<file path="src/rtl/stream_sort8.sv">
// stream_sort8: loads an N-word block serially, sorts it in place by odd-even transposition, drains it serially
// Ports: clk/rst (sync, active-high); in_valid/in_ready/in_data load side;
//        out_valid/out_ready/out_data/out_last drain side; busy high while sorting or draining
module stream_sort8 #(
  parameter int W    = 8,
  parameter int N    = 8,
  parameter int DESC = 0
) (
  input  logic         clk,
  input  logic         rst,
  input  logic         in_valid,
  output logic         in_ready,
  input  logic [W-1:0] in_data,
  output logic         out_valid,
  input  logic         out_ready,
  output logic [W-1:0] out_data,
  output logic         out_last,
  output logic         busy
);
  localparam int CW = $clog2(N) + 1;
  localparam logic [CW-1:0] LAST = CW'(N - 1);
  typedef enum logic [1:0] {LOAD, SORT, DRAIN} state_t;
  state_t        state_q, state_d;
  logic [W-1:0]  r_q [N];
  logic [W-1:0]  r_d [N];
  logic [CW-1:0] li_q, li_d, pc_q, pc_d, di_q, di_d;
  always_ff @(posedge clk) begin
    if (rst) begin
      state_q <= LOAD;
      li_q    <= '0;
      pc_q    <= '0;
      di_q    <= '0;
      for (int i = 0; i < N; i++) r_q[i] <= '0;
    end else begin
      state_q <= state_d;
      li_q    <= li_d;
      pc_q    <= pc_d;
      di_q    <= di_d;
      r_q     <= r_d;
    end
  end
  always_comb begin
    state_d = state_q;
    li_d    = li_q;
    pc_d    = pc_q;
    di_d    = di_q;
    r_d     = r_q;
    if (state_q == LOAD && in_valid) begin
      r_d[li_q[CW-2:0]] = in_data;
      li_d    = li_q == LAST ? '0 : li_q + CW'(1);
      state_d = li_q == LAST ? SORT : LOAD;
    end
    if (state_q == SORT) begin
      // even passes pair (0,1),(2,3)...; odd passes pair (1,2),(3,4)... leaving the ends alone
      for (int i = 0; i < N - 1; i++)
        if (i[0] == pc_q[0] && (DESC != 0 ? r_q[i] < r_q[i+1] : r_q[i] > r_q[i+1])) begin
          r_d[i]   = r_q[i+1];
          r_d[i+1] = r_q[i];
        end
      pc_d    = pc_q == LAST ? '0 : pc_q + CW'(1);
      state_d = pc_q == LAST ? DRAIN : SORT;
    end
    if (state_q == DRAIN && out_ready) begin
      di_d    = di_q == LAST ? '0 : di_q + CW'(1);
      state_d = di_q == LAST ? LOAD : DRAIN;
    end
  end
  assign in_ready  = !rst && state_q == LOAD;
  assign out_valid = !rst && state_q == DRAIN;
  assign out_data  = out_valid ? r_q[di_q[CW-2:0]] : '0;
  assign out_last  = out_valid && di_q == LAST;
  assign busy      = !rst && state_q != LOAD;
endmodule

</file>
<file path="config.mk">
export PLATFORM = sky130hd
export DESIGN_NAME = stream_sort8
export DESIGN_NICKNAME = d
export VERILOG_FILES = /design/src/rtl/stream_sort8.sv
export SDC_FILE = /design/constraint.sdc
export NUM_CORES = 1
export LEC_CHECK = 0
export CORE_ASPECT_RATIO = 1.1
export CORE_UTILIZATION = 54
export DETAILED_ROUTE_END_ITERATION = 8
export PLACE_DENSITY = 0.72
export SLEW_MARGIN = 25
export SYNTH_ARGS = -nofsm -noshare
export SYNTH_HDL_FRONTEND = slang
export SYNTH_SLANG_ARGS = --single-unit
</file>
<file path="constraint.sdc">
create_clock -name clk -period 5.72 [get_ports clk]
set_clock_uncertainty 0.1 [all_clocks]
set_input_delay 0.858 -clock clk [delete_from_list [all_inputs] [get_ports clk]]
set_output_delay 0.858 -clock clk [all_outputs]
set_load 0.005 [all_outputs]
</file>
* Word level (Yosys, flattened, before mapping) *
Cells that the tools add are included.
W data, S select, Z words.

cells by class
  add/sub/neg operators = 3
  $lt $le $gt $ge = 10
  equal/unequal tests = 5
  mux-type cells = 26
  bitwise gates (word level) = 3
  reduce and logical (&&, ||, !) cells = 18

operator list
  cell                   number
  $mux W16               8
  $mux W64               2
  $bwmux W64             1
  $gt A8 B8 Y1           7
  $mux W8                4
  $bmux W8 S3            1
  $demux W8 S3           1
  $logic_and A1 B1 Y1    14
  $add A4 B1 Y4 const B  3
  $eq A4 B3 Y1 const B   3
  $mux W4                3
  $mux W2                5
  $ge A4 B4 Y1 const B   2
  $not A3 Y4             2
  $lt A4 B1 Y1 const B   1
  $reduce_bool A3 Y1     1
  $eq A2 B1 Y1 const B   1
  $eq A2 B2 Y1 const B   1
  $logic_not A2 Y1       1
  $reduce_bool A2 Y1     1
  $logic_not A1 Y1       1
  $mux W1                1
  $not A1 Y1             1

word-level totals
  register bits after elaboration = 78
  bits of input ports = 12
  output and inout port bits = 12
  word-level logic and storage cells = 77

* Longest topological paths before layout *
  depth in word-level cells = 16
  gate-level depth with buffers = 10
  mapped depth without buffers = 8

* Worst setup path after synthesis *
Ideal clock, no wire load.

  kind = input -> output
  start point = in rst
  end point = out out_data[0]
  data arrival time = 1.777 ns
  data required time = 4.762 ns
  path slack = 2.985 ns
  stages on the path = 4
  buffers on the path = 2
  path through = clkbuf_1 > or3b_2 > clkbuf_1 > nor2_1

on the way
  cells in the longest elaborated chain, start to end = 3

ends and longest elaborated chain
  item                 line  source
  start: declaration   10    input logic rst,
  $logic_not A1 Y1     69    assign out_valid = !rst && state_q == DRAIN;
  $logic_and A1 B1 Y1  69
  $mux W8              70    assign out_data = out_valid ? r_q[di_q[CW-2:0]] : '0;
  end: declaration     16    output logic [W-1:0] out_data,

Every way passes these cells.

* Worst setup path after layout *
  start point = reg di_q[1]
  end point = out out_data[5]

on the way
  cells in the longest elaborated chain, start to end = 5

ends and longest elaborated chain
  item                                        line  source
  start: declaration                          26    logic [CW-1:0] li_q, li_d, pc_q, pc_d, di_q, di_d;
  start signal: assignment                    38    di_q <= di_d;
  $not A3 Y4 (implied by the code)            70
  $bmux W8 S3                                 70
  $mux W8 (implied by the code) (2 in a row)  70
  $mux W8                                     70

Every way passes these cells. The select of a mux whose other input is x is not followed.

==> flow_summary.ini <==
[run_status]
status = finished clean

[routing]
vias = 5566
first_pass_iters = 5
wirelength_um = 17090
route.detailed.drc = 0
vias_per_cell = 6.450
drt_iter0_drc = 291
detail-route-antenna-nets = 0
wl_per_cell_um = 19.80

[logic_synthesis]
avgSynthCellArea_sq_um = 8.846
yosysMostFrequentCell = mux2i_1
yosysUniqueCellTypes = 48
yosysTopAreaCell = dfxtp_1
synth_nets = 796
ys_warn_count = 0
synth_area_leaders = dfxtp_1 24%, mux2i_1 17%, ha_1 12%
synthFlopType = dfxtp_1
synthesis.area_sq_um = 6414
synth-edff-count = 0
yosysSeqAreaShare = 0.2435
synthArstFlopShare = 0
synth.top_cell.area_share = 0.2435
synthCells = 725
ys_seq_elements = 78
synth_commonest_cells = 112 x mux2i_1, 98 x nor2_1, 78 x dfxtp_1, 65 x a21oi_1, 59 x ha_1

[grt]
grt_pass1_wl_um = 26850
track_usage = 0.2803
grt_max_degree = 81
antenna_found_initial = 0
use_met2 = 0.4763
top_usage_layer = met2
grt_use_met1 = 0.3689
grt.met3_usage = 0.04353
grt_pass1_vias = 5092
grt-ovfl-total = 0

[worst_setup_path]
rr_worst_depth = 8
cp_cell_sequence = mux4_2 > mux2i_1 > nor2_1 > clkdlybuf4s50_1
required_ns = 4.76
cp.depth = 4
critical-path-top-delay-family = flip-flops
crit_type = reg -> out
end_kind = output pin
cp.arrival_ns = 2.55
cp-start-kind = register
critPathBufInv = 1
worst_path_max_delay_cell = dfxtp_1
slowest_delay_ns = 0.96
cp_max_fo = 19

[placement]
portBuffers = 23
dp_cells = 846
dpl.hpwl_um = 12150
gp_congestion = 0.8627
dpl_cell_area_sq_um = 6626

[power]
pwr-share-seq = 0.437
switching_power_mw = 0.3129
internal_power_mw = 0.9773
peakVddDrop_uv = 198.2
power_frac_comb = 0.080
power.total_mw = 1.290
powerDensity_nw_per_um2 = 185.7
pwr-share-clk = 0.483
sw_frac_of_total = 0.2425
cellLeakagePower_nw = 2.589

[floorplan]
pin_count = 24
die_h_um = 116.3
start_util = 0.5557
die_x_um = 105.9
rows = 41
core_region_area_sq_um = 11540
die_area_sq_um = 12320

[final_layout]
layout.nets = 778
utilization = 0.6021
layoutNonFillerInstCount = 863
drive_above_1_share = 0.1166
area_growth_pct = 8.350
finalInstanceArea_sq_um = 6949

[clock_network]
cts_tree = done
cts_hold_buffers = 0
clk_latency_ns = 0.34
ctsRootBufferMaster = clkbuf_16
cts-resized-gates = 0
cts_sinks = 78
clk_pin_slew_ns = 0.06
postCtsSetupRepairBufs = 0
cts_max_path_buffers = 2
numCtsBuffers = 9
cts-htree-levels = 3

[sta]
finalSetupViolCount = 0
hold_viol = 0
tightest_slew_ns = 0.9971
report.final.slew_viol_count = 0
layout_min_cycle_time_ns = 3.510
rsz0062_at_grt = false
relSlewSlack = 0.3316
timing.final.crit_share = 0.6137
fin_setup_tns_ns = 0
max_freq_mhz = 284.9

[hold_path]
holdCritPathClass = reg -> reg
hold_depth = 2

[run]
cap_violations = 0
## flip-flops by register name (all words and copies together), names as in the netlist
signal,flops
pc_q,4
di_q,4
li_q,4
r_q,64
state_q,2
## area by class of cell
class | instances | area (sq um)
Fill cell | 1010 | 4593
Multi-Input combinational cell | 532 | 4397
Sequential cell | 78 | 1562
Clock buffer | 13 | 280.3
Timing Repair Buffer | 28 | 262.8
Inverter | 58 | 217.7
Tap cell | 150 | 187.7
Clock inverter | 3 | 40.04
Antenna cell | 1 | 2.502
## worst paths after layout
check	start	to	slack (ns)
worst max-delay path	di_q[1]	out_data[5]	2.21
worst min-delay path	pc_q[1]	pc_q[1]	0.38
worst max register to register	r_q[33]	r_q[41]	2.74
worst min register to register	pc_q[1]	pc_q[1]	0.38
## placed cells by master, fill, tap and decap left out, types with 2 or more instances in the layout
| cell | instances |
|---|---|
| a2111oi_0 | 9 |
| a211oi_1 | 22 |
| a21oi_1 | 65 |
| buf_4 | 5 |
| clkbuf_16 | 9 |
| clkbuf_8 | 4 |
| clkdlybuf4s50_1 | 22 |
| clkinv_2 | 2 |
| dfxtp_1 | 78 |
| ha_1 | 59 |
| inv_1 | 58 |
| mux2i_1 | 112 |
| mux4_2 | 16 |
| nand2_1 | 18 |
| nand3_1 | 6 |
| nand3b_1 | 2 |
| nand4_1 | 14 |
| nor2_1 | 98 |
| nor2_2 | 2 |
| nor2b_1 | 8 |
| nor3_1 | 10 |
| nor4_4 | 2 |
| o211ai_1 | 7 |
| o21a_1 | 3 |
| o21ai_0 | 10 |
| o221a_1 | 10 |
| o221a_2 | 30 |
| o31a_1 | 4 |
| or4_1 | 3 |
| xor2_1 | 3 |
## kinds of logic (layout without fill, tap and decap cells)
| group | Yosys count | count (layout) | synth area share |
|---|---|---|---|
| and+or+nand+nor | 174 | 174 | 0.1356 |
| AOI/OAI and AO/OA | 168 | 168 | 0.1970 |
| muxes | 128 | 128 | 0.2310 |
| buffers and inverters | 115 | 102 | 0.07374 |
| DFF | 78 | 78 | 0.2435 |
| adders and majority gates | 59 | 59 | 0.1151 |
| xor gates and xnor gates | 3 | 3 | 0.004098 |
| other | 0 | 1 | 0 |
## power by group through the flow
| stage | clock, mW | sequential [mW] | combinational (mW) |
|---|---|---|---|
| CTS | 0.623 | 0.564 | 0.102 |
| global placement | 0 | 0.575 | 0.0972 |
| finish | 0.623 | 0.564 | 0.103 |
| global route | 0.645 | 0.565 | 0.112 |
| floorplan | 0 | 0.569 | 0.0754 |
| detailed placement | 0 | 0.576 | 0.102 |
## metal layers
metal  vias to the layer above  share of wire  routed length, um
met5                         -              0                  0
met2                       155           0.48               8285
met1                      2740           0.46               7839
met3                        18          0.040                690
met4                         0          0.016                272
li1                       2653              -                  -
## worst min-delay path: stages, from the launching register on
cell,delay (ns)
dfxtp_1,0.32
nand2_1,0.06
a21oi_1,0.05
## per-stage QoR
stage                     hold WS (ns)  worst slack [ns]
after global routing            0.4172             2.140
after detailed placement        0.3751             2.320
after floorplan                 0.3536             2.985
after global placement          0.3617             2.153
after CTS                       0.3836             2.215
final                           0.3801             2.210
Note: power is estimated with default switching activity, not from simulation.
